## src/rtl/sipo_pkg.sv

```systemverilog
`default_nettype none
// ============================================================================
// Module      : sipo_pkg
// Description : Shared types and constants for the serial-in/parallel-out
//               deserializer.
// Revision    : 1.0 - initial release
// ============================================================================
package sipo_pkg;

    typedef enum logic [0:0] {
        IDLE  = 1'b0,
        SHIFT = 1'b1
    } state_t;

    localparam int DEFAULT_WIDTH = 4;

    // Bit-counter width able to hold the value WIDTH itself.
    function automatic int cw_of(input int width);
        return $clog2(width + 1);
    endfunction

endpackage
`default_nettype wire

```

## src/rtl/sipo_deser_if.sv

```systemverilog
`default_nettype none
// ============================================================================
// Module      : sipo_deser_if
// Description : Serial input and valid/ready word output bundle of the
//               deserializer.
// Revision    : 1.0 - initial release
// ============================================================================
interface sipo_deser_if
    import sipo_pkg::*;
#(
    parameter int WIDTH = DEFAULT_WIDTH
);
    logic             si;
    logic             bit_en;
    logic             sof;
    logic [WIDTH-1:0] dout;
    logic             dout_valid;
    logic             dout_ready;
    logic             busy;
    logic             resync;
    logic             overrun;
    logic             ovr_clr;

    modport master (
        output si, bit_en, sof, dout_ready, ovr_clr,
        input  dout, dout_valid, busy, resync, overrun
    );

    modport slave (
        input  si, bit_en, sof, dout_ready, ovr_clr,
        output dout, dout_valid, busy, resync, overrun
    );
endinterface
`default_nettype wire

```

## src/rtl/sipo_out_reg.sv

```systemverilog
`default_nettype none
// ============================================================================
// Module      : sipo_out_reg
// Description : One-entry valid/ready holding register with sticky overrun.
// Revision    : 1.0 - initial release
// ============================================================================
module sipo_out_reg
    import sipo_pkg::*;
#(
    parameter int WIDTH = DEFAULT_WIDTH
) (
    input  wire logic             clk,
    input  wire logic             rst_n,
    input  wire logic             i_word_valid,
    input  wire logic [WIDTH-1:0] i_word,
    input  wire logic             i_ready,
    input  wire logic             i_ovr_clr,
    output logic      [WIDTH-1:0] o_dout,
    output logic                  o_valid,
    output logic                  o_overrun
);
    logic [WIDTH-1:0] r_dout;
    logic             r_valid;
    logic             r_overrun;
    logic             w_drop;

    assign w_drop = i_word_valid && r_valid && !i_ready;

    always_ff @(posedge clk or negedge rst_n) begin
        if (!rst_n) begin
            r_dout    <= '0;
            r_valid   <= 1'b0;
            r_overrun <= 1'b0;
        end else begin
            if (i_word_valid) begin
                if (!r_valid || i_ready) begin
                    r_dout  <= i_word;
                    r_valid <= 1'b1;
                end
            end else if (r_valid && i_ready) begin
                r_valid <= 1'b0;
            end
            // A drop in the same cycle as a clear must stay visible.
            if (w_drop) begin
                r_overrun <= 1'b1;
            end else if (i_ovr_clr) begin
                r_overrun <= 1'b0;
            end
        end
    end

    assign o_dout    = r_dout;
    assign o_valid   = r_valid;
    assign o_overrun = r_overrun;
endmodule
`default_nettype wire

```

## src/rtl/sipo_deser.sv

```systemverilog
`default_nettype none
// ============================================================================
// Module      : sipo_deser
// Description : LSB-first serial-to-parallel deserializer with frame resync
//               and a one-entry valid/ready output register.
// Revision    : 1.0 - initial release
// ============================================================================
module sipo_deser
    import sipo_pkg::*;
#(
    parameter  int WIDTH = DEFAULT_WIDTH,
    localparam int CW    = cw_of(WIDTH)
) (
    input  wire logic   clk,
    input  wire logic   rst_n,
    sipo_deser_if.slave bus
);
    localparam logic [CW-1:0] c_last = CW'(WIDTH - 1);

    state_t           r_state;
    logic [WIDTH-1:0] r_sr;
    logic [CW-1:0]    r_count;
    logic             r_resync;
    logic [WIDTH-1:0] w_shifted;
    logic             w_done;

    generate
        if (WIDTH == 1) begin : g_w1
            assign w_shifted = bus.si;
        end else begin : g_wn
            assign w_shifted = {bus.si, r_sr[WIDTH-1:1]};
        end
    endgenerate

    // A sof on the final bit restarts the frame instead of completing it.
    assign w_done = bus.bit_en &&
                    ((r_state == IDLE  && bus.sof && WIDTH == 1) ||
                     (r_state == SHIFT && !bus.sof && r_count == c_last));

    always_ff @(posedge clk or negedge rst_n) begin
        if (!rst_n) begin
            r_state  <= IDLE;
            r_sr     <= '0;
            r_count  <= '0;
            r_resync <= 1'b0;
        end else begin
            r_resync <= 1'b0;
            if (bus.bit_en) begin
                case (r_state)
                    IDLE: begin
                        if (bus.sof) begin
                            r_sr <= w_shifted;
                            if (WIDTH == 1) begin
                                r_count <= '0;
                            end else begin
                                r_count <= CW'(1);
                                r_state <= SHIFT;
                            end
                        end
                    end
                    SHIFT: begin
                        r_sr <= w_shifted;
                        if (bus.sof) begin
                            r_count  <= CW'(1);
                            r_resync <= 1'b1;
                        end else if (r_count == c_last) begin
                            r_count <= '0;
                            r_state <= IDLE;
                        end else begin
                            r_count <= r_count + CW'(1);
                        end
                    end
                    default: r_state <= IDLE;
                endcase
            end
        end
    end

    assign bus.busy   = (r_state == SHIFT);
    assign bus.resync = r_resync;

    sipo_out_reg #(
        .WIDTH (WIDTH)
    ) u_out_reg (
        .clk          (clk),
        .rst_n        (rst_n),
        .i_word_valid (w_done),
        .i_word       (w_shifted),
        .i_ready      (bus.dout_ready),
        .i_ovr_clr    (bus.ovr_clr),
        .o_dout       (bus.dout),
        .o_valid      (bus.dout_valid),
        .o_overrun    (bus.overrun)
    );
endmodule
`default_nettype wire

```

## src/flat_wrapper.sv

```systemverilog
// flat-port wrapper written by rule: the top's interface ports become plain ports
module sipo_deser_flat import sipo_pkg::*;
#(
    parameter  int WIDTH = DEFAULT_WIDTH,
    localparam int CW    = cw_of(WIDTH)
)
  (clk, rst_n, bus_si, bus_bit_en, bus_sof, bus_dout_ready, bus_ovr_clr, bus_dout, bus_dout_valid, bus_busy, bus_resync, bus_overrun);
  sipo_deser_if #(.WIDTH(WIDTH)) bus_i ();
  input  wire logic clk;
  input  wire logic rst_n;
  input wire logic [$bits(bus_i.si)-1:0] bus_si;
  input wire logic [$bits(bus_i.bit_en)-1:0] bus_bit_en;
  input wire logic [$bits(bus_i.sof)-1:0] bus_sof;
  input wire logic [$bits(bus_i.dout_ready)-1:0] bus_dout_ready;
  input wire logic [$bits(bus_i.ovr_clr)-1:0] bus_ovr_clr;
  output wire logic [$bits(bus_i.dout)-1:0] bus_dout;
  output wire logic [$bits(bus_i.dout_valid)-1:0] bus_dout_valid;
  output wire logic [$bits(bus_i.busy)-1:0] bus_busy;
  output wire logic [$bits(bus_i.resync)-1:0] bus_resync;
  output wire logic [$bits(bus_i.overrun)-1:0] bus_overrun;
  assign bus_i.si = bus_si;
  assign bus_i.bit_en = bus_bit_en;
  assign bus_i.sof = bus_sof;
  assign bus_i.dout_ready = bus_dout_ready;
  assign bus_i.ovr_clr = bus_ovr_clr;
  assign bus_dout = bus_i.dout;
  assign bus_dout_valid = bus_i.dout_valid;
  assign bus_busy = bus_i.busy;
  assign bus_resync = bus_i.resync;
  assign bus_overrun = bus_i.overrun;
  sipo_deser #(.WIDTH(WIDTH)) u_core (.clk(clk), .rst_n(rst_n), .bus(bus_i));
endmodule
```

## config.mk

```make
export PLATFORM = sky130hd
export DESIGN_NAME = sipo_deser_flat
export DESIGN_NICKNAME = d
export VERILOG_FILES = /design/src/rtl/sipo_pkg.sv /design/src/rtl/sipo_deser_if.sv /design/src/rtl/sipo_out_reg.sv /design/src/rtl/sipo_deser.sv /design/src/flat_wrapper.sv
export SDC_FILE = /design/constraint.sdc
export NUM_CORES = 1
export LEC_CHECK = 0
export ABC_AREA = 1
export BUFFER_PORTS_ARGS = -buffer_cell sky130_fd_sc_hd__buf_4
export CAP_MARGIN = 20
export CORE_AREA = 2 2 39 41
export DETAILED_ROUTE_END_ITERATION = 10
export DIE_AREA = 0 0 41 43
export GPL_TIMING_DRIVEN = 0
export PLACE_DENSITY_LB_ADDON = 0.2
export SLEW_MARGIN = 20
export SYNTH_ARGS = -nofsm -noshare
export SYNTH_HDL_FRONTEND = slang
export SYNTH_HIERARCHICAL = 1
export SYNTH_SLANG_ARGS = --single-unit
```

## constraint.sdc

```tcl
create_clock -name clk -period 1.9 [get_ports clk]
set_input_delay 0.19 -clock clk [delete_from_list [all_inputs] [get_ports clk]]
set_output_delay 0.19 -clock clk [all_outputs]
set_load 0.03 [all_outputs]
```

== Word level (Yosys, flattened, before mapping) ==
Index checks and enable logic that the tools add are counted.

* Logic and storage cells: 44
* Output and inout port bits: 8
* Register bits: 15
* Bits of input ports: 7

* Reduce and logical (&&, ||, !) cells: 15
* Equality and inequality tests: 3
* Muxes and demuxes: 17
* Bitwise logic cells: 1
* $add $sub $neg: 1

{| class="wikitable"
|+ Operator list
! kind !! count
|-
| $mux W1 || 10
|-
| $mux W3 || 3
|-
| $pmux W4 S2 || 1
|-
| $logic_and A1 B1 Y1 || 6
|-
| $pmux W3 S2 || 1
|-
| $reduce_and A2 Y1 || 3
|-
| $mux W4 || 1
|-
| $reduce_bool A2 Y1 || 2
|-
| $add A3 B1 Y3 const B || 1
|-
| $eq A3 B2 Y1 const B || 1
|-
| $logic_not A1 Y1 || 3
|-
| $ne A2 B1 Y1 const B || 1
|-
| $ne A2 B2 Y1 const B || 1
|-
| $pmux W1 S2 || 1
|-
| $logic_or A1 B1 Y1 || 1
|-
| $not A1 Y1 || 1
|}

== Depth between registers and ports, before layout ==
* Depth after elaboration: 7
* Mapped depth: 6

== Cells and area by module ==
Netlist, hierarchy kept.

{| class="wikitable"
|+ Modules (own cells, without submodules)
! module !! seq. area each (µm²) !! cells an instance !! area an instance (µm²) !! times used
|-
| sipo_deser || 200.2 || 41 || 347.8 || 1
|-
| sipo_out_reg || 150.1 || 25 || 234.0 || 1
|}

== Worst setup path after synthesis ==
Ideal clock, no wire load.

* Kind: register to register
* Start: register u_core.r_state (netlist: u_core/bus.busy)
* End: register u_core.u_out_reg.r_dout[0] (netlist: u_core/u_out_reg/o_dout[0])
* Path slack: 0.361 ns
* Period minus slack after synthesis: 1.539 ns
* Cell stages (with the launch flop): 6
* Arrival: 1.421 ns
* Buffers on the path: 0
* Path through: dfrtp_1 > nand2_2 > nor3_1 > nand2_2 > nand2_1 > nand2_1

* Word-level cells in the longest chain between the ends: 4

{| class="wikitable"
|+ RTL lines
! what !! line !! RTL
|-
| from (decl) || sipo_deser.sv:20 || <nowiki>state_t r_state;</nowiki>
|-
| from (signal assigned) || sipo_deser.sv:42 || <nowiki>r_state <= IDLE;</nowiki>
|-
| from (signal assigned) || sipo_deser.sv:57 || <nowiki>r_state <= SHIFT;</nowiki>
|-
| from (signal assigned) || sipo_deser.sv:68 || <nowiki>r_state <= IDLE;</nowiki>
|-
| $logic_and A1 B1 Y1 (2 in a row) || sipo_deser.sv:38 || <nowiki>(r_state == SHIFT && !bus.sof && r_count == c_last));</nowiki>
|-
| $logic_and A1 B1 Y1 || sipo_deser.sv:36 || <nowiki>assign w_done = bus.bit_en &&</nowiki>
|-
| via u_core.w_done || sipo_deser.sv:25 || <nowiki>logic w_done;</nowiki>
|-
| $reduce_and A2 Y1 (no line) || - ||
|-
| to (signal assigned) || sipo_out_reg.sv:37 || <nowiki>r_dout <= i_word;</nowiki>
|-
| to (decl) || sipo_out_reg.sv:22 || <nowiki>logic [WIDTH-1:0] r_dout;</nowiki>
|}

The timed path passes the listed nets, and every way through them passes these cells.
A chain may end at the register's enable or synchronous reset.

== Worst setup path after layout ==
* Start: register u_core.r_count[0]
* End: register u_core.u_out_reg.r_dout[2] (netlist: u_core/u_out_reg/o_dout[2])

* Word-level cells in the longest chain between the ends: 4

{| class="wikitable"
|+ RTL lines
! what !! line !! RTL
|-
| from (decl) || sipo_deser.sv:22 || <nowiki>logic [CW-1:0] r_count;</nowiki>
|-
| from (signal assigned) || sipo_deser.sv:70 || <nowiki>r_count <= r_count + CW'(1);</nowiki>
|-
| $eq A3 B2 Y1 || sipo_deser.sv:38 ||
|-
| $logic_and A1 B1 Y1 || sipo_deser.sv:38 ||
|-
| $logic_and A1 B1 Y1 || sipo_deser.sv:36 ||
|-
| via u_core.w_done || sipo_deser.sv:25 ||
|-
| $reduce_and A2 Y1 (no line) || - ||
|}

The timed path passes the listed nets, and every way through them passes these cells.

==> results.cfg <==
[synth]
synth_area_leaders = dfrtp_1 60%, nand2_1 16%, nand3_1 9.5%
yosysTopAreaCellShare = 0.6022
synth_cell_types = 11
synth_warnings = 6
synth_nets = 74
ys_ff_latch = 14
syn_inst = 66
ys_seq_area_frac = 0.6022
synth_area_um2 = 581.8
synth_area_leader_cell = dfrtp_1
avgSynthCellArea_um2 = 8.815

[flow_run]
max_cap_violations = 0

[sta]
skew_ns = 0.001441
rsz0062_at_grt = no
post-route-min-period_ns = 1.639
totalNegativeSetupSlack_ns = 0
fmax_mhz = 610.2
setup_viol = 0
worst_slew_pin_slew_ns = 0.6981
hold_viol = 0
period_share = 0.8626
slew_viol_final = 0
relSlewSlack = 0.5310

[pwr]
ir_drop_mv = 0.5965
power_density_nw_per_um2 = 1300
power_frac_comb = 0.372
p_sw_frac = 0.3820
p_int_uw = 594.0
power.switching_uw = 367.2
pwr-share-clk = 0.164
finalPower_uw = 961.2
p_leak_uw = 0.0004123
power_frac_seq = 0.464

[setup_path]
path_class = flip-flop to flip-flop
critPathRequiredTime_ns = 2.06
rr_startpoint = u_core/r_count[0]
end_kind = flip-flop
cp_data_arrival_time_ns = 1.80
path_max_fanout = 6
r2r_cells = 6
worst_setup_path_start_kind = flip-flop
startpoint = u_core/r_count[0]

[cells_and_area]
final_cell_mix = 25 x nand2_1, 14 x buf_4, 14 x dfrtp_1
finalNetCount = 94
antenna_cells = 0
drive_above_1_share = 0.2619
regArea_um2 = 350.3
multi_input_area_um2 = 209.0
instances_no_fill = 100
final_common_cell = nand2_1
fill_cells = 133
utilization = 0.5344
syn_to_final_growth_pct = 27.10

[place]
place_hpwl_um = 753.1
gp_congestion = 0.7870
io_buffer_count = 14
dp_cells = 96

[clock_tree]
htree_levels = 1
clk_path_buf_depth = 2
cts_resized = 0
tritoncts.num_buffers = 3
clk_pin_slew_ns = 0.08
root_buffer = clkbuf_4
cts_sinks = 14
clk_latency_ns = 0.26
cts_tree = yes

[min_path]
hold_start = bus_ovr_clr
min-delay-path-class = input port to flip-flop
whs_path_depth = 2

[routing]
drtPass1Iterations = 4
viasPerCell = 4.640
ant_nets = 0
drc = 0
drt_iter0_markers = 12
num_vias = 464
routed_wl_mm = 1.047
wire_per_inst_um = 10.47

[global_route]
grt_max_degree = 15
grt_pass1_vias = 419
grt_pass1_wl_mm = 1.738
grt_usage = 0.1517
antenna_found_initial = 0
grt_overflow_total = 0

[floorplanning]
die_w_um = 41
core-area_um2 = 1384
die-area_um2 = 1763
start_util = 0.4204
rows = 14
io_pins = 15
die_height_um = 43

[status]
status = finished clean
## through the flow
stage	setup WS [ns]	hold WS, ns	area [µm²]
floorplan	0.3609	-0.1056	581.8
global placement	0.3075	0.04963	706.9
detailed placement	0.2674	0.04826	706.9
CTS	0.2471	0.1100	739.5
global route	0.07992	0.1150	739.5
finish	0.2611	0.1214	739.5
## power by group through the flow
stage          Sequential (µW)  Combinational, µW  Clock [µW]
2_1_floorplan              543                132           0
5_1_grt                    458                398         183
3_3_place_gp               447                351           0
3_5_place_dp               453                358           0
4_1_cts                    448                360         166
6_report                   446                357         158
## flip-flops by register name (all words and copies together) (netlist names)
register and count:
u_core/bus.resync 1, u_core/u_out_reg/o_valid 1, u_core/u_out_reg/o_dout 4, u_core/u_out_reg/o_overrun 1
u_core/r_sr 3, u_core/r_count 3, u_core/bus.busy 1
## what timing repair did
item / in CTS / in global routing
setup endpoints to repair: 0 / 0
hold endpoints to repair: 14 / 0
hold buffers: 1 / 0
setup buffers: 0 / 0
## routing by layer
metal | GRT usage | wire length (µm) | vias up
met5 | 0 | 0 | -
met4 | 0.08000 | 0 | 0
met3 | 0.04712 | 72 | 0
met2 | 0.2219 | 485 | 15
met1 | 0.1919 | 488 | 200
li1 | - | - | 249
## layout make-up
| class | count | share of cell area |
|---|---|---|
| Clock buffer | 3 | 0.03046 |
| Inverter | 6 | 0.03046 |
| Multi-Input combinational cell | 46 | 0.2826 |
| Sequential cell | 14 | 0.4738 |
| Tap cell | 16 | 0.02707 |
| Timing Repair Buffer | 15 | 0.1557 |
## cell usage after synthesis
| cell type | count |
|---|---|
| nand2_1 | 25 |
| dfrtp_1 | 14 |
| nand3_1 | 11 |
| inv_1 | 5 |
| nand2_2 | 4 |
| nor2_1 | 2 |
| a21oi_1 | 1 |
| ha_1 | 1 |
| inv_2 | 1 |
| nor3_1 | 1 |
| o21ai_0 | 1 |
## worst paths after layout
check / slack [ns] / end
worst max-delay path: 0.26 / u_core/u_out_reg/o_dout[2]
worst min-delay path: 0.12 / u_core/u_out_reg/o_overrun
worst max register to register: 0.26 / u_core/u_out_reg/o_dout[2]
worst min register to register: 0.48 / u_core/u_out_reg/o_dout[1]
max in group asynchronous: 1.43 / u_core/r_count[0]
min in group asynchronous: 0.30 / u_core/r_sr[2]
## cell families after synthesis
| family | after synthesis | synth area share |
|---|---|---|
| buf+inv | 6 | 0.03871 |
| flops | 14 | 0.6022 |
| fa+ha+maj | 1 | 0.02150 |
| simple gates | 43 | 0.3204 |
| compound gates | 2 | 0.01719 |
## critical path, cell delays in order, from the launching register on
cell	delay, ns
dfrtp_1	0.38
ha_1	0.20
nand2_1	0.08
nor3_1	0.54
nand2_2	0.19
nand2_1	0.09
nand2_1	0.05
Note: power is estimated with default switching activity, not from simulation.
